**config.mk**
```make
export PLATFORM = sky130hd
export DESIGN_NAME = uart_rx
export DESIGN_NICKNAME = d
export VERILOG_FILES = /design/src/rtl/uart_pkg.sv /design/src/rtl/uart_baud_tick.sv /design/src/rtl/uart_rx.sv
export SDC_FILE = /design/constraint.sdc
export NUM_CORES = 1
export LEC_CHECK = 0
export CORE_MARGIN = 3
export CORE_UTILIZATION = 55
export DETAILED_ROUTE_END_ITERATION = 10
export PLACE_DENSITY = 0.76
export SYNTH_ARGS = -nofsm -noshare
export SYNTH_HDL_FRONTEND = slang
export SYNTH_SLANG_ARGS = --single-unit
```
**constraint.sdc**
```tcl
create_clock -name clk -period 2.2 [get_ports clk]
set_input_delay 0.33 -clock clk [delete_from_list [all_inputs] [get_ports clk]]
set_output_delay 0.33 -clock clk [all_outputs]
set_load 0.01 [all_outputs]
```
**src/rtl/uart_pkg.sv**
```systemverilog
// uart_pkg: shared UART FSM states, oversampling constants and tick-divider helper
package uart_pkg;
  typedef enum logic [2:0] {IDLE, START, DATA, PARITY, STOP, WAIT_IDLE} state_t;
  localparam int OVERSAMPLE = 16;
  localparam int SAMPLE_A = 7;
  localparam int SAMPLE_B = 8;
  localparam int SAMPLE_C = 9;
  localparam int DATA_BITS = 8;
  function automatic int tick_div(input int clock_freq, input int baud_rate);
    return clock_freq / (baud_rate * OVERSAMPLE);
  endfunction
endpackage

```
**src/rtl/uart_baud_tick.sv**
```systemverilog
// uart_baud_tick: oversample tick divider (clk, rst_n, restart holds count at 0 -> tick pulse every DIV clocks)
module uart_baud_tick #(
  parameter int DIV = 27
) (
  input  logic clk,
  input  logic rst_n,
  input  logic restart,
  output logic tick
);
  localparam int W = $clog2(DIV) > 0 ? $clog2(DIV) : 1;
  logic [W-1:0] cnt;
  assign tick = !restart && cnt == W'(DIV - 1);
  always_ff @(posedge clk or negedge rst_n)
    if (!rst_n) cnt <= '0;
    else cnt <= (restart || tick) ? '0 : cnt + 1'b1;
endmodule

```
**src/rtl/uart_rx.sv**
```systemverilog
// uart_rx: 16x-oversampled 8N1 receiver (clk, rst_n, rx -> data_out, data_valid, frame_err, busy; UART_RX_PARITY_EN adds even parity and parity_err)
module uart_rx
  import uart_pkg::*;
#(
  parameter int CLOCK_FREQ = 50000000,
  parameter int BAUD_RATE  = 115200
) (
  input  logic                 clk,
  input  logic                 rst_n,
  input  logic                 rx,
  output logic [DATA_BITS-1:0] data_out,
  output logic                 data_valid,
  output logic                 frame_err,
`ifdef UART_RX_PARITY_EN
  output logic                 parity_err,
`endif
  output logic                 busy
);
  localparam int TICK_DIV = tick_div(CLOCK_FREQ, BAUD_RATE);
`ifdef UART_RX_PARITY_EN
  localparam state_t AFTER_DATA = PARITY;
  logic par_bit, perr_n, par_bad;
`else
  localparam state_t AFTER_DATA = STOP;
`endif
  state_t state, state_n;
  logic rx_s1, rx_s2, rx_s3, tick, fall, maj, at9, at15, s7, s8, load, valid_n, ferr_n;
  logic [3:0] os_cnt;
  logic [2:0] bit_idx;
  logic [DATA_BITS-1:0] shift_reg;
  uart_baud_tick #(.DIV(TICK_DIV)) u_tick (.clk(clk), .rst_n(rst_n), .restart(state == IDLE), .tick(tick));
  assign fall = rx_s3 && !rx_s2;
  assign maj = (s7 && s8) || (s7 && rx_s2) || (s8 && rx_s2);
  assign at9 = tick && os_cnt == 4'(SAMPLE_C);
  assign at15 = tick && os_cnt == 4'(OVERSAMPLE - 1);
  assign busy = state != IDLE;
`ifdef UART_RX_PARITY_EN
  assign par_bad = ^shift_reg ^ par_bit;
`endif
  always_comb begin
    state_n = state;
    load = 1'b0;
    valid_n = 1'b0;
    ferr_n = 1'b0;
`ifdef UART_RX_PARITY_EN
    perr_n = 1'b0;
`endif
    case (state)
      IDLE: if (fall) state_n = START;
      START: state_n = (at9 && maj) ? IDLE : at15 ? DATA : START;
      DATA: if (at15 && bit_idx == 3'(DATA_BITS - 1)) state_n = AFTER_DATA;
`ifdef UART_RX_PARITY_EN
      PARITY: if (at15) state_n = STOP;
`endif
      STOP: if (at9) begin
        state_n = maj ? IDLE : WAIT_IDLE;
        load = maj;
        ferr_n = !maj;
`ifdef UART_RX_PARITY_EN
        perr_n = maj && par_bad;
        valid_n = maj && !par_bad;
`else
        valid_n = maj;
`endif
      end
      WAIT_IDLE: if (rx_s2) state_n = IDLE;
      default: state_n = IDLE;
    endcase
  end
  always_ff @(posedge clk or negedge rst_n)
    if (!rst_n) begin
      state <= IDLE;
      {rx_s3, rx_s2, rx_s1} <= 3'b111;
      os_cnt <= '0;
      bit_idx <= '0;
      s7 <= 1'b0;
      s8 <= 1'b0;
      shift_reg <= '0;
      data_out <= '0;
      data_valid <= 1'b0;
      frame_err <= 1'b0;
`ifdef UART_RX_PARITY_EN
      par_bit <= 1'b0;
      parity_err <= 1'b0;
`endif
    end else begin
      state <= state_n;
      {rx_s3, rx_s2, rx_s1} <= {rx_s2, rx_s1, rx};
      os_cnt <= (state == IDLE) ? '0 : os_cnt + 4'(tick);
      bit_idx <= (state == IDLE) ? '0 : bit_idx + 3'(state == DATA && at15);
      s7 <= (tick && os_cnt == 4'(SAMPLE_A)) ? rx_s2 : s7;
      s8 <= (tick && os_cnt == 4'(SAMPLE_B)) ? rx_s2 : s8;
      shift_reg <= (state == DATA && at9) ? {maj, shift_reg[DATA_BITS-1:1]} : shift_reg;
      data_out <= load ? shift_reg : data_out;
      data_valid <= valid_n;
      frame_err <= ferr_n;
`ifdef UART_RX_PARITY_EN
      par_bit <= (state == PARITY && at9) ? maj : par_bit;
      parity_err <= perr_n;
`endif
    end
endmodule
```
# == After elaboration in Yosys (flattened, before gate mapping) ==
# Cells that the tools add are included.
# totals
ff_bits,38
inputBits,3
output_inout_bits,11
word_cells,67
# classes
n_addsub,3
n_eq_ne,14
n_mux,15
n_reduce_logical,22
# ops
operator,n
$mux W3,6
$pmux W3 S5,1
$logic_and A1 B1 Y1,13
$eq A4 B4 Y1 const B,3
$eq A3 B3 Y1 const B,3
$ne A2 B2 Y1 const B,4
$add A5 B1 Y5 const B,1
$eq A5 B5 Y1 const B,1
$mux W5,1
$add A4 B1 Y4,1
$eq A4 B3 Y1 const B,1
$mux W1,4
$mux W2,2
$mux W4,1
$reduce_and A4 Y1,1
$add A3 B1 Y3,1
$eq A3 B1 Y1 const B,1
$eq A3 B2 Y1 const B,1
$logic_not A1 Y1,3
$logic_not A3 Y1,1
$logic_or A1 B1 Y1,3
$reduce_bool A3 Y1,1

# == Logic depth before layout (Yosys ltp) ==
# Gate-level depths: netlist of the first run.
# depth
word_depth,7
depth_mapped,9

# == By module ==
# From an unflattened synthesis of the first run, not the netlist that was laid out.
# hier_totals
cells_unflattened,131
area_unflattened_um2,1735.4
# by_module_without_submodules
mod,n_inst,cells_each,area_each_um2,seq_area_each_um2
uart_rx,1,108,1460.2,829.5
uart_baud_tick,1,23,275.3,125.1

# == Worst setup path after synthesis of the first run ==
# Ideal clock, no wire load.
# synth_path
path_kind,reg2reg
startpoint,register u_tick.cnt[0]
endpoint,register data_out[0]
t_arrival_ns,1.642
required_time_ns,2.075
path_slack_ns,0.433
path_stages_with_launch,8
synth_period_minus_slack_ns,1.767
cell_sequence,dfrtp_1 -> inv_1 -> ha_1 -> and4b_4 -> and3_4 -> and3_1 -> buf_6 -> mux2_4
# synth_via
elab_chain_cells,5
# synth_lines
item,line_no,rtl
from (decl),uart_baud_tick.sv:11,logic [W-1:0] cnt;
from (signal assigned),uart_baud_tick.sv:15,else cnt <= (restart || tick) ? '0 : cnt + 1'b1;
$eq A5 B5 Y1,uart_baud_tick.sv:12,assign tick = !restart && cnt == W'(DIV - 1);
$logic_and A1 B1 Y1,uart_baud_tick.sv:12,
$logic_and A1 B1 Y1,uart_rx.sv:34,assign at9 = tick && os_cnt == 4'(SAMPLE_C);
$mux W1,uart_rx.sv:55,STOP: if (at9) begin
$mux W1,uart_rx.sv:48,case (state)
to (signal assigned),uart_rx.sv:94,data_out <= load ? shift_reg : data_out;
to (decl),uart_rx.sv:11,"output logic [DATA_BITS-1:0] data_out,"
# Every way passes these cells.
# A chain may end at the register's enable or synchronous reset.

# == Final worst setup path of the first run ==
# layout_path
startpoint,register state[0]
endpoint,output port busy
# layout_via
elab_chain_cells,1
# layout_lines
item,line_no,rtl
from (decl),uart_rx.sv:26,"state_t state, state_n;"
from (signal assigned),uart_rx.sv:87,state <= state_n;
$reduce_bool A3 Y1,uart_rx.sv:36,assign busy = state != IDLE;
to (decl),uart_rx.sv:17,output logic busy
# Every way passes these cells.

==> impl_metrics.csv, run 1 <==
group,metric,value,unit
cts,clkLatencyLatePin,0.34,ns
cts,path_clk_slew,0.11,ns
grt,antenna_found_initial,0,
final_layout,drive_above_1_share,27.33,%
synth,synth_top_area_share,50.65,%
grt,grt_pass1_wl,4533,microns
final_layout,final_area,1944,sq um
run,drv_cap,0,
floorplanning,core_area,2877,sq um
floorplanning,io_pins,14,
final_layout,antennaDiodeCount,0,
placed_design,dp.final_hpwl,1912,microns
drt,dr.pass1.iters,4,
timing,grt_setup_unrepaired,"false",
timing,hold_viol,0,
synth,synthArstFlopShare,100.0,%
final_layout,nets,158,
timing,whs,0.06354,ns
grt,grt_pass1_vias,1016,
placed_design,dpl_cell_area,1879,sq um
final_layout,final_core_util,67.59,%
drt,drc,0,
synth,synth_edf_count,0,
critical_path,cp.required,1.87,ns
synth,synth_cell_types,36,
synth,yosys_warnings,0,
drt,wl_per_cell,13.86,microns
critical_path,rr_endpoint,"data_out[6]",
synth,synth.most_common_cell,"dfrtp_1",
synth,syn_area,1729,sq um
power,p_per_area,722.9,nW/um^2
timing,final-setup-viol-count,0,
critical_path,critPathKind,"reg -> out",
timing,final.min_clock_period,2.040,ns
synth,synth_top_cell_by_area,"dfrtp_1",
timing,slew_viol_final,0,
cts,cts_tree,"yes",
critical_path,start_kind,"register",
min_path,min_path_type,"in -> async",
synth,syn_nets,139,
timing,tightestPinTransition,0.7853,ns
critical_path,worstPathMaxFanout,10,
timing,timing.slew.headroom,47.65,%
timing,fmax,490.2,MHz
final_layout,syn2layout_area_growth,12.45,%
placed_design,port_buffers,13,
synth,synth_ff_type,"dfrtp_1",
drt,dr_wl_met3,108,microns
timing,skew,0.007056,ns
drt,wl_met2,1248,microns
drt,viasPerCell,5.240,
final_layout,multi_input_comb_area,720.7,sq um
placed_design,place_congestion,0.7884,
drt,route.vias.total,1006,
synth,synth_area_per_cell,13.30,sq um
status,status,"finished clean",
cts,htree_levels,2,
cts,holdBufCountCts,0,
final_layout,seq_area,955.9,sq um
critical_path,worst_setup_path_end_kind,"output pin",
floorplanning,std_cell_rows,19,
timing,setup_tns,0,ns
floorplanning,dieArea,3853,sq um
critical_path,cp.arrival,1.71,ns
floorplanning,die_h,62.07,microns
drt,met1_length,1245,microns
drt,drtIter0Drc,45,
cts,cts.path.max_buffers,2,
timing,timing.final.crit_share,92.72,%
drt,top_layer,"met4",
floorplanning,die_w,62.07,microns
final_layout,fin_cells,192,
power,p_leak,0.9083,nW
power,ir_drop,610.2,uV
synth,ys_ff_latch,38,
critical_path,r2r_start,"u_tick.cnt[0]",
drt,routed_wl,2661,microns
synth,ys_seq_area_share,55.21,%
cts,clock_sinks,38,
synth,yosys-top-cells-area,"dfrtp_1 51%, mux2_4 6.9%, mux2_2 6.5%",
critical_path,reg2reg_slack,0.29,ns
cts,post-cts-setup-buffers,0,
synth,synthCells,130,
drt,ant_nets,0,
grt,grt_usage,16.72,%
synth,synthTopCellsByCount,"35 x dfrtp_1, 12 x nor2_1, 10 x mux2_2",
floorplanning,initial_core_util,60.11,%
final_layout,fill_cells,227,
grt,grt_max_degree,39,
cts,numCtsBuffers,5,
cts,cts_root_buf,"clkbuf_4",
placed_design,post-place-cells,184,
grt,grt_overflow,0,
critical_path,r2r_cells,7,
## repair_timing
item	CTS	global route
setup endpoints to repair	0	1
resized for setup	0	1
hold endpoints to repair	0	0
## worst max-delay path: stages, from the launching register on
cell	delay, ns
dfrtp_2	0.50
nor3_4	0.23
inv_1	0.14
clkdlybuf4s50_1	0.50
## routing by layer
layer  GRT usage, %  vias up
met5              0        -
met4          7.273        0
met3          5.579        5
met2          25.59       21
met1          21.63      479
li1               -      501
## layout by cell type, fill, tap and decap left out, types with 2 or more instances in the layout
master	netlist	layout
a21oi_1	2	2
and2_1	4	4
and3_1	2	2
and3_2	2	2
buf_4	0	2
clkbuf_4	0	5
clkdlybuf4s50_1	0	12
dfrtp_1	35	34
dfstp_2	3	3
ha_1	6	6
inv_1	3	3
mux2_2	10	10
mux2_4	8	8
nand2_1	3	3
nand2b_1	2	2
nand3_1	7	7
nand3b_1	3	3
nor2_1	12	12
nor3_1	2	2
o21ai_0	2	2
xnor2_1	3	3
xor2_1	3	3
## through the flow
| stage | total power [mW] | worst slack, ns |
|---|---|---|
| final | 1.406 | 0.1602 |
| after global routing | 1.494 | 0.04123 |
| after CTS | 1.429 | 0.09488 |
| after detailed placement | 1.047 | 0.3032 |
| after global placement | 1.023 | 0.3491 |
| after floorplan | 0.9833 | 0.4332 |
## final cells by class
cell class | instances | area share, %
clock buffer | 6 | 2.638
multi-input combinational | 86 | 37.07
inverter | 3 | 0.5792
timing repair buffer | 15 | 7.207
sequential | 38 | 49.16
tap | 42 | 2.703
clock inverter | 2 | 0.6435
## worst max path at each step
| stage | start | to | cells past startpoint |
|---|---|---|---|
| 5_1_grt | state[0] | busy | 3 |
| 3_5_place_dp | u_tick.cnt[0] | data_out[5] | 7 |
| 6_report | state[0] | busy | 3 |
| 2_1_floorplan | u_tick.cnt[0] | data_out[0] | 7 |
| 3_3_place_gp | u_tick.cnt[0] | data_out[6] | 7 |
| 4_1_cts | state[0] | busy | 3 |
## power breakdown
group          leakage (nW)  switching, mW  internal (mW)
Sequential            0.503         0.0813          0.771
Clock                0.0343          0.220          0.154
Combinational         0.371         0.0919         0.0878
Total                 0.908          0.393           1.01
## kinds of logic after synthesis
group / Yosys count / synth area share (%)
simple gates: 47 / 16.86
compound gates: 8 / 3.401
buf+inv: 6 / 3.111
xor+xnor: 6 / 3.040
fa+ha+maj: 7 / 4.920
mux: 18 / 13.46
flops: 38 / 55.21
Note: power is estimated with default switching activity, not from simulation.
==> run 2: changes to the inputs <==
CORE_MARGIN = not set   (was 3)
PLACE_DENSITY = 0.86   (was 0.76)
TNS_END_PERCENT = 100   (was not set)
==> impl_metrics.csv, run 2 (synthesis results as in run 1) <==
group,metric,value,unit
status,status,"finished, violations left",
status,failed_checks,"design-rule violations",
floorplanning,die_w,58.07,microns
critical_path,worst_setup_path_end_kind,"output pin",
power,p_comb_share,12.6,%
placed_design,place_ws,0.2822,ns
final_layout,final_common_cell,"dfrtp_1",
placed_design,port_buffers,13,
drt,viasPerCell,5.422,
drt,drtIter0Drc,26,
critical_path,rr_endpoint,"data_out[6]",
timing,fmax,472.0,MHz
cts,path_clk_slew,0.11,ns
power,clock_power_share,27.1,%
final_layout,fill_cells,215,
power,p_leak,0.9082,nW
placed_design,place_congestion,0.8320,
critical_path,cp.arrival,1.79,ns
floorplanning,dieArea,3372,sq um
power,ir_drop,487.4,uV
floorplanning,io_pins,14,
critical_path,start_kind,"register",
critical_path,reg2reg_slack,0.25,ns
critical_path,r2r_start,"u_tick.cnt[0]",
cts,clkLatencyLatePin,0.35,ns
run,drv_cap,0,
final_layout,final_core_util,67.59,%
cts,cts.path.max_buffers,2,
critical_path,worstPathMaxFanout,10,
timing,slew_viol_final,0,
grt,grt_overflow,0,
cts,numCtsBuffers,5,
final_layout,antennaDiodeCount,0,
cts,clock_sinks,38,
floorplanning,initial_core_util,60.11,%
drt,routed_wl,2911,microns
critical_path,cp.required,1.87,ns
cts,cts_root_buf,"clkbuf_4",
final_layout,syn2layout_area_growth,12.45,%
final_layout,mostFrequentLayoutCells,"34 x dfrtp_1, 12 x nor2_1, 12 x clkdlybuf4s50_1",
drt,ant_nets,0,
timing,tightestPinTransition,0.7978,ns
timing,setup_tns,0,ns
critical_path,critPathKind,"reg -> out",
grt,grt_pass1_vias,1077,
drt,dr.pass1.iters,7,
power,intPower,1.014,mW
floorplanning,std_cell_rows,19,
power,p_seq_share,60.3,%
timing,timing.final.crit_share,96.30,%
power,p_switching,401.4,uW
timing,grt_setup_unrepaired,"false",
drt,wl_per_cell,15.16,microns
timing,skew,0.003602,ns
grt,grt_usage,20.86,%
cts,holdBufCountCts,0,
timing,hold_viol,0,
cts,cts_tree,"yes",
timing,final-setup-viol-count,0,
placed_design,dp.final_hpwl,2093,microns
power,p_per_area,728.1,nW/um^2
grt,antenna_found_initial,0,
final_layout,nets,158,
grt,grt_pass1_wl,5078,microns
drt,drc,1,
timing,timing.slew.headroom,46.82,%
critical_path,r2r_cells,7,
timing,setup_slack,0.08145,ns
cts,post-cts-setup-buffers,0,
grt,grt_max_degree,39,
min_path,min_path_type,"in -> async",
final_layout,drive_above_1_share,27.33,%
floorplanning,die_h,58.07,microns
power,swShare,28.35,%
drt,route.vias.total,1041,
timing,whs,0.05053,ns
timing,final.min_clock_period,2.119,ns
cts,htree_levels,2,
floorplanning,core_area,2877,sq um
## run 2: area by class of cell
cell class,count,area [sq um],area share [%]
Clock inverter,2,12.51,0.6435
Sequential cell,38,955.9,49.16
Tap cell,42,52.55,2.703
Clock buffer,6,51.30,2.638
Multi-Input combinational cell,86,720.7,37.07
Timing Repair Buffer,15,140.1,7.207
Inverter,3,11.26,0.5792
## run 2: worst max-delay path, cell delays in order (launching register included)
cell and delay [ns]:
dfrtp_2 0.50, nor3_4 0.27, inv_1 0.16, clkdlybuf4s50_1 0.51
## run 2: routing by layer
| metal | vias to the layer above | track usage [%] | wire length, microns |
|---|---|---|---|
| li1 | 491 | - | - |
| met1 | 520 | 27.34 | 1277 |
| met2 | 26 | 32.18 | 1448 |
| met3 | 4 | 5.804 | 144 |
| met4 | 0 | 10.20 | 40 |
| met5 | - | 0 | 0 |
## run 2: worst max path at each step
stage                   from  slack (ns)          end
2_1_floorplan  u_tick.cnt[0]        0.43  data_out[0]
3_3_place_gp   u_tick.cnt[0]        0.32  data_out[5]
3_5_place_dp   u_tick.cnt[0]        0.28  data_out[3]
4_1_cts             state[0]        0.02         busy
5_1_grt             state[0]       0.008         busy
6_report            state[0]        0.08         busy
## run 2: repair_timing
| action | in CTS | in global routing |
|---|---|---|
| gates resized for setup | 0 | 1 |
| setup endpoints to repair | 0 | 1 |
| hold endpoints to repair | 0 | 0 |
## run 2: power groups by stage
stage / Clock (mW) / Sequential, mW / Combinational, mW
floorplan: 0 / 0.848 / 0.135
detailed placement: 0 / 0.868 / 0.183
global route: 0.419 / 0.869 / 0.206
global placement: 0 / 0.860 / 0.167
CTS: 0.397 / 0.854 / 0.185
finish: 0.384 / 0.854 / 0.178
## run 2: per-stage QoR
stage,power (mW),std cells,cell area (sq um)
floorplan,0.9833,130,1729
global placement,1.027,184,1879
detailed placement,1.052,184,1879
CTS,1.435,192,1943
global route,1.494,192,1944
finish,1.416,192,1944
